===== src/rtl/queue_sensor_encoder.sv =====
// rtl/queue_sensor_encoder.sv - per-approach loop-detector debounce, event counting and queue sensor levels
module queue_sensor_encoder #(
  parameter int DEB     = 4,
  parameter int QMAX    = 15,
  parameter int FAR_POS = 5,
  parameter int CNT_W   = 4
) (
  input  logic                 clk,
  input  logic                 rst_n,
  input  logic [3:0]           arrive_raw,
  input  logic [3:0]           depart_raw,
  input  logic                 clear_err,
  output logic [3:0]           sensor_1th,
  output logic [3:0]           sensor_5th,
  output logic [4*CNT_W-1:0]   queue_len,
  output logic [3:0]           overflow,
  output logic [3:0]           underflow
);

  localparam logic [CNT_W-1:0] QMAX_C = CNT_W'(QMAX);
  localparam logic [CNT_W-1:0] FAR_C  = CNT_W'(FAR_POS);
  localparam logic [7:0]       DEB_LAST = 8'(DEB - 1);

  // Channels 0..3 are arrival loops, 4..7 the matching stop-line loops.
  logic [7:0]       raw, sync1, s, deb, deb_q, ev;
  logic [7:0]       dc [8];
  logic [CNT_W-1:0] cnt [4];
  logic [3:0]       sat, empty, arr_only, dep_only, ovf_new, udf_new;

  assign raw = {depart_raw, arrive_raw};
  assign ev  = deb & ~deb_q;

  always_ff @(posedge clk or negedge rst_n) begin
    if (!rst_n) begin
      sync1 <= '0;
      s     <= '0;
      deb   <= '0;
      deb_q <= '0;
      for (int i = 0; i < 8; i++) dc[i] <= '0;
    end else begin
      sync1 <= raw;
      s     <= sync1;
      deb_q <= deb;
      for (int i = 0; i < 8; i++) begin
        if (s[i] == deb[i]) begin
          dc[i] <= '0;
        end else if (dc[i] == DEB_LAST) begin
          deb[i] <= s[i];
          dc[i]  <= '0;
        end else begin
          dc[i] <= dc[i] + 8'd1;
        end
      end
    end
  end

  always_comb begin
    sat   = '0;
    empty = '0;
    for (int j = 0; j < 4; j++) begin
      sat[j]   = (cnt[j] == QMAX_C);
      empty[j] = (cnt[j] == '0);
    end
  end

  // Simultaneous arrival and departure cancel and never raise a flag.
  assign arr_only = ev[3:0] & ~ev[7:4];
  assign dep_only = ev[7:4] & ~ev[3:0];
  assign ovf_new  = arr_only & sat;
  assign udf_new  = dep_only & empty;

  always_ff @(posedge clk or negedge rst_n) begin
    if (!rst_n) begin
      for (int j = 0; j < 4; j++) cnt[j] <= '0;
      overflow   <= '0;
      underflow  <= '0;
      sensor_1th <= '0;
      sensor_5th <= '0;
      queue_len  <= '0;
    end else begin
      for (int j = 0; j < 4; j++) begin
        if (arr_only[j] && !sat[j]) begin
          cnt[j] <= cnt[j] + CNT_W'(1);
        end else if (dep_only[j] && !empty[j]) begin
          cnt[j] <= cnt[j] - CNT_W'(1);
        end
        queue_len[j*CNT_W +: CNT_W] <= cnt[j];
        sensor_1th[j] <= !empty[j];
        sensor_5th[j] <= (cnt[j] >= FAR_C);
      end
      // A new error in the clearing cycle survives the clear.
      overflow  <= (clear_err ? 4'b0 : overflow)  | ovf_new;
      underflow <= (clear_err ? 4'b0 : underflow) | udf_new;
    end
  end

endmodule


===== config.mk =====
export PLATFORM = sky130hd
export DESIGN_NAME = queue_sensor_encoder
export DESIGN_NICKNAME = d
export VERILOG_FILES = /design/src/rtl/queue_sensor_encoder.sv
export SDC_FILE = /design/constraint.sdc
export NUM_CORES = 1
export LEC_CHECK = 0
export CAP_MARGIN = 20
export CORE_ASPECT_RATIO = 0.8
export CORE_MARGIN = 3
export CORE_UTILIZATION = 33
export DETAILED_ROUTE_END_ITERATION = 12
export PLACE_DENSITY = 0.53
export SYNTH_ARGS = -nofsm -noshare
export SYNTH_HDL_FRONTEND = slang
export SYNTH_SLANG_ARGS = --single-unit

===== constraint.sdc =====
create_clock -name clk -period 2 [get_ports clk]
set_clock_uncertainty 0.05 [all_clocks]
set_input_delay 0.2 -clock clk [delete_from_list [all_inputs] [get_ports clk]]
set_output_delay 0.2 -clock clk [all_outputs]
set_load 0.005 [all_outputs]

* Word level (Yosys, flattened, before mapping)
Cells that the tools add are included.
** Operators by class
- Add/sub/neg operators :: 16
- Order comparisons :: 4
- Equal/unequal tests :: 20
- Multiplexer cells :: 26
- Bitwise logic cells :: 18
- Reductions and logical operators :: 32
** Operators with widths (number)
- $mux 8 :: 16
- $add 8x1->8 const B :: 8
- $eq 8x2->1 const B :: 8
- $mux 4 :: 10
- $add 4x1->4 const B :: 4
- $and 4x4->4 :: 4
- $eq 4x4->1 const B :: 4
- $ge 4x3->1 const B :: 4
- $logic_not 4->1 :: 4
- $reduce_and 2->1 :: 8
- $sub 4x1->4 const B :: 4
- $and 8x8->8 :: 1
- $eq 1x1->1 :: 8
- $logic_and 1x1->1 :: 8
- $logic_not 1->1 :: 8
- $not 1->1 :: 8
- $not 4->4 :: 2
- $not 8->8 :: 1
- $or 4x4->4 :: 2
- $reduce_bool 2->1 :: 4
** Word-level totals
- Register bits :: 144
- Bits of input ports :: 11
- Output and inout bits :: 32
- Logic and storage cells :: 144

* Longest topological paths before layout
- Depth after elaboration :: 7
- Gate-level depth with buffers :: 8
- Depth with buffers taken out :: 7

* Worst setup path after synthesis
No wires, ideal clock.
- Path type :: register to register
- Start point :: register deb_q[1]
- End point :: register cnt[11] (netlist name)
- Library setup time :: 0.079 ns
- Arrival :: 1.799 ns
- Required time :: 1.871 ns
- Path slack :: 0.072 ns
- Cell stages (with the launch flop) :: 8
- Path buffers :: 0
- Period minus slack after synthesis :: 1.928 ns
- Path through :: dfrtp_1 and2b_1 nand3_1 ha_1 a21o_2 a21oi_1 mux2i_1 xor2_1
** Between the ends
- Cells in the longest elaborated chain, start to end :: 6
- Elaborated cells on any way between the ends :: 9
- Those cells by class :: 1 x mux; 5 x bitwise; 3 x reduce/logical
** RTL lines
- start, declared :: line 25 : logic [7:0] raw, sync1, s, deb, deb_q, ev;
- start signal, assigned :: line 38 : deb_q <= '0;
- start signal, assigned :: line 43 : deb_q <= deb;
- $not 8->8 (*) :: line 31 : assign ev = deb & ~deb_q;
- $and 8x8->8 (*) :: line 31
- $not 4->4 :: line 68 : assign dep_only = ev[7:4] & ~ev[3:0];
- $and 4x4->4 :: line 68
- $logic_and 1x1->1 :: line 84 : end else if (dep_only[j] && !empty[j]) begin
- $reduce_bool 2->1 (no source line)
- end signal, assigned by index :: line 83 : cnt[j] <= cnt[j] + CNT_W'(1);
- end signal, assigned by index :: line 85 : cnt[j] <= cnt[j] - CNT_W'(1);
- end, declared :: line 27 : logic [CNT_W-1:0] cnt [4];
Mark *: on every way between the ends. The rest lies on a longest branch, timed or not.
A chain may end at the register's enable or synchronous reset.

* Worst setup path in the final report
- Start point :: register cnt[1] (netlist name)
- End point :: register cnt[3] (netlist name)
** Between the ends
- Cells in the longest elaborated chain, start to end :: 4
- Elaborated cells on any way between the ends :: 11
- Those cells by class :: 2 x add/sub; 1 x eq/ne; 2 x mux; 6 x reduce/logical
** RTL lines
- parallel branches: the longest is 4 deep, another holds $sub 4x1->4
Parallel ways; which one is timed is not known. The select of a mux whose other input is x is not followed.

==> flow_metrics.tcl <==
set metrics [dict create \
    outcome "finished, final reports clean" \
    synthTopCellsByArea "dfrtp_1, xor2_1, nor2_1" \
    nFillCells 1604 \
    routedWlPerCell_um 13.4 \
    synthXorXnorAreaFrac 0.0991 \
    dp.final_hpwl_um 7470 \
    track_usage 0.120 \
    grt_max_degree 39 \
    ys_seq_area_frac 0.600 \
    reg2reg_to "cnt[3]" \
    maxCapViolCount 0 \
    worst_ep_arrival_time_ns 2.18 \
    fin_util 0.436 \
    synth_compound_area_frac 0.0304 \
    r2r-start "cnt[1]" \
    grt_pass1_vias 4082 \
    cts_sinks 144 \
    synthArstFlopShare 1.00 \
    antenna_found_initial 0 \
    synth-edff-count 0 \
    io_buffer_count 42 \
    crit_fanout 5 \
    critPathKind "flip-flop to flip-flop" \
    max_freq_mhz 527 \
    max_slew_margin 0.686 \
    power_uw 11600 \
    fin_crit_ns 1.90 \
    reg2reg_slack_ns 0.10 \
    dieArea_um2 19900 \
    drt_iter0_markers 249 \
    final_nets 618 \
    rows 43 \
    synthTopCellsByCount "dfrtp_1, nor2_1, xor2_1" \
    fp.coreArea_um2 17600 \
    setup_viol 0 \
    netlist_area_um2 6010 \
    initial_core_util 0.341 \
    tightest_slew_ns 0.469 \
    leakage_uw 0.00353 \
    synth.distinct_cells 38 \
    antenna_cells 0 \
    multi_input_area_um2 2390 \
    cp.required_ns 2.29 \
    cts_tree "built" \
    synth_nets 523 \
    area_growth_pct 27.7 \
    ys.flop_type "dfrtp_1" \
    clock_latency_ns 0.41 \
    final.period_utilization 0.948 \
    reg2regPathDepth 7 \
    clk_pin_slew_ns 0.06 \
    ios 43 \
    synth_mux_area_frac 0.0400 \
    synth_fa_ha_area_frac 0.0467 \
    syn_inst 492 \
    power.density_nw_per_um2 1510 \
    synth_top_family_by_area "simple AND/OR/NAND/NOR gates" \
    register_area_um2 3600 \
    grt_pass1_wl_um 19200 \
    hold_path_class "primary input to flip-flop" \
    worstSetupStartpointType "flip-flop" \
    drc 0 \
    hold_viol 0 \
    worstHoldStart "depart_raw[1]" \
    synth-simple-area-share 0.175 \
    final_cells 825 \
    drv_slew 0 \
    synth_top_area_cell "dfrtp_1" \
    postRouteAntennaNets 0 \
    end_kind "flip-flop" \
    gp_congestion 0.812 \
    die_x_um 157 \
    dr_total_vias 3878 \
    pre_cts_slack_ns 0.0571 \
    htree_num_levels 4 \
    whs_path_depth 1 \
    drive_above_1_share 0.155 \
    ys_warn_count 0 \
    grt-ovfl-total 0 \
    die-height_um 127 \
    numCtsBuffers 17 \
    synth_seq_cells 144 \
    dr.pass1.iters 4 \
    ir_drop_mv 0.572 \
    post-synth-top-area-fraction 0.600 \
    avgSynthCellArea_um2 12.2 \
    dp_cells 787 \
    synth.most_common_cell "dfrtp_1" \
    cts-root-buf "clkbuf_16" \
    setup_slack_ns 0.103 \
    vias_per_cell 4.70 \
    clk_path_buf_depth 2 \
    holdPathEnd "sync1[5]" \
    drt-total-wl_um 11000 \
]
-- metal layers --
layer	vias to the layer above	global-route usage	wire (µm)
met1	1916	0.160	5270
met3	8	0.0447	484
li1	1886	-	-
met4	0	0.0417	106
met5	-	0	0
met2	68	0.181	5150
-- power breakdown --
group | total (µW) | internal (µW) | switching (µW)
Clock | 3450 | 2210 | 1240
Combinational | 3980 | 2050 | 1920
Sequential | 4170 | 3710 | 458
Total | 11600 | 7980 | 3620
-- area by class of cell --
class                      count  share of cell area
clock buffer                  18              0.0559
clock inverter                14              0.0276
multi-input combinational    336               0.311
timing repair buffer          78              0.0938
tap                          225              0.0367
sequential                   144               0.470
inverter                      10             0.00489
-- timing repair --
item | 4_1_cts | 5_1_grt
resized for setup | 0 | 10
hold endpoints to repair | 107 | 0
buffers inserted | 0 | 5
endpoints found under the setup margin | 0 | 8
hold buffers | 1 | 0
-- worst max-delay path: stages (launching register included) --
cell and delay, ns:
dfrtp_1 0.38, nand4_1 0.18, nand3_2 0.17, ha_1 0.31
a21o_1 0.15, a21oi_1 0.17, mux2i_1 0.25, xor2_1 0.15
-- cells in the final DEF, fill, tap and decap left out, types with 5 or more instances in the layout --
cell type        Yosys  layout
dfrtp_1            144     143
nor2_1              56      56
xor2_1              53      53
clkdlybuf4s50_1      0      41
buf_4                0      33
nand3_1             35      32
nand2_1             26      26
and3_1              23      23
clkbuf_16            0      17
ha_1                16      16
xnor2_1             15      14
nand2b_1            12      12
inv_1               10      10
mux2i_1              9       9
and2_1               8       8
o32ai_1              8       8
mux2_1               8       8
nor4b_1              7       7
nor3_1               7       7
nand4_1              7       7
or4_4                5       5
bufinv_16            0       5
-- sequential cells by signal, indices dropped and copies added (netlist names) --
signal / flops
deb_q: 8
s: 8
underflow: 4
cnt: 16
deb: 8
overflow: 4
sensor_1th: 4
dc: 64
sensor_5th: 4
queue_len: 16
sync1: 8
-- through the flow --
step | cell area [µm²] | hold slack, ns | TNS (ns)
global route | 7670 | 0.158 | -0.0574
detailed placement | 6950 | 0.0764 | 0
CTS | 7600 | 0.152 | 0
finish | 7670 | 0.176 | 0
floorplan | 6010 | -0.146 | 0
global placement | 6950 | 0.0767 | 0
-- logic make-up after synthesis --
logic type | count (synthesis)
multiplexers | 22
AND/OR/NAND/NOR | 199
XOR/XNOR | 68
buffers and inverters | 12
adder cells (fa/ha/maj) | 20
flip-flops | 144
AO/OA/AOI/OAI | 27
-- worst max path at each step --
stage | start | end | slack (ns) | depth (start not counted)
5_1_grt | cnt[1] | cnt[3] | -0.05 | 7
2_1_floorplan | deb_q[1] | cnt[11] | 0.07 | 7
4_1_cts | deb[1] | cnt[11] | 0.05 | 7
3_5_place_dp | deb_q[3] | cnt[3] | 0.06 | 7
3_3_place_gp | deb_q[1] | cnt[11] | 0.14 | 7
6_report | cnt[1] | cnt[3] | 0.10 | 7
Power figures use the tool's default switching activity.
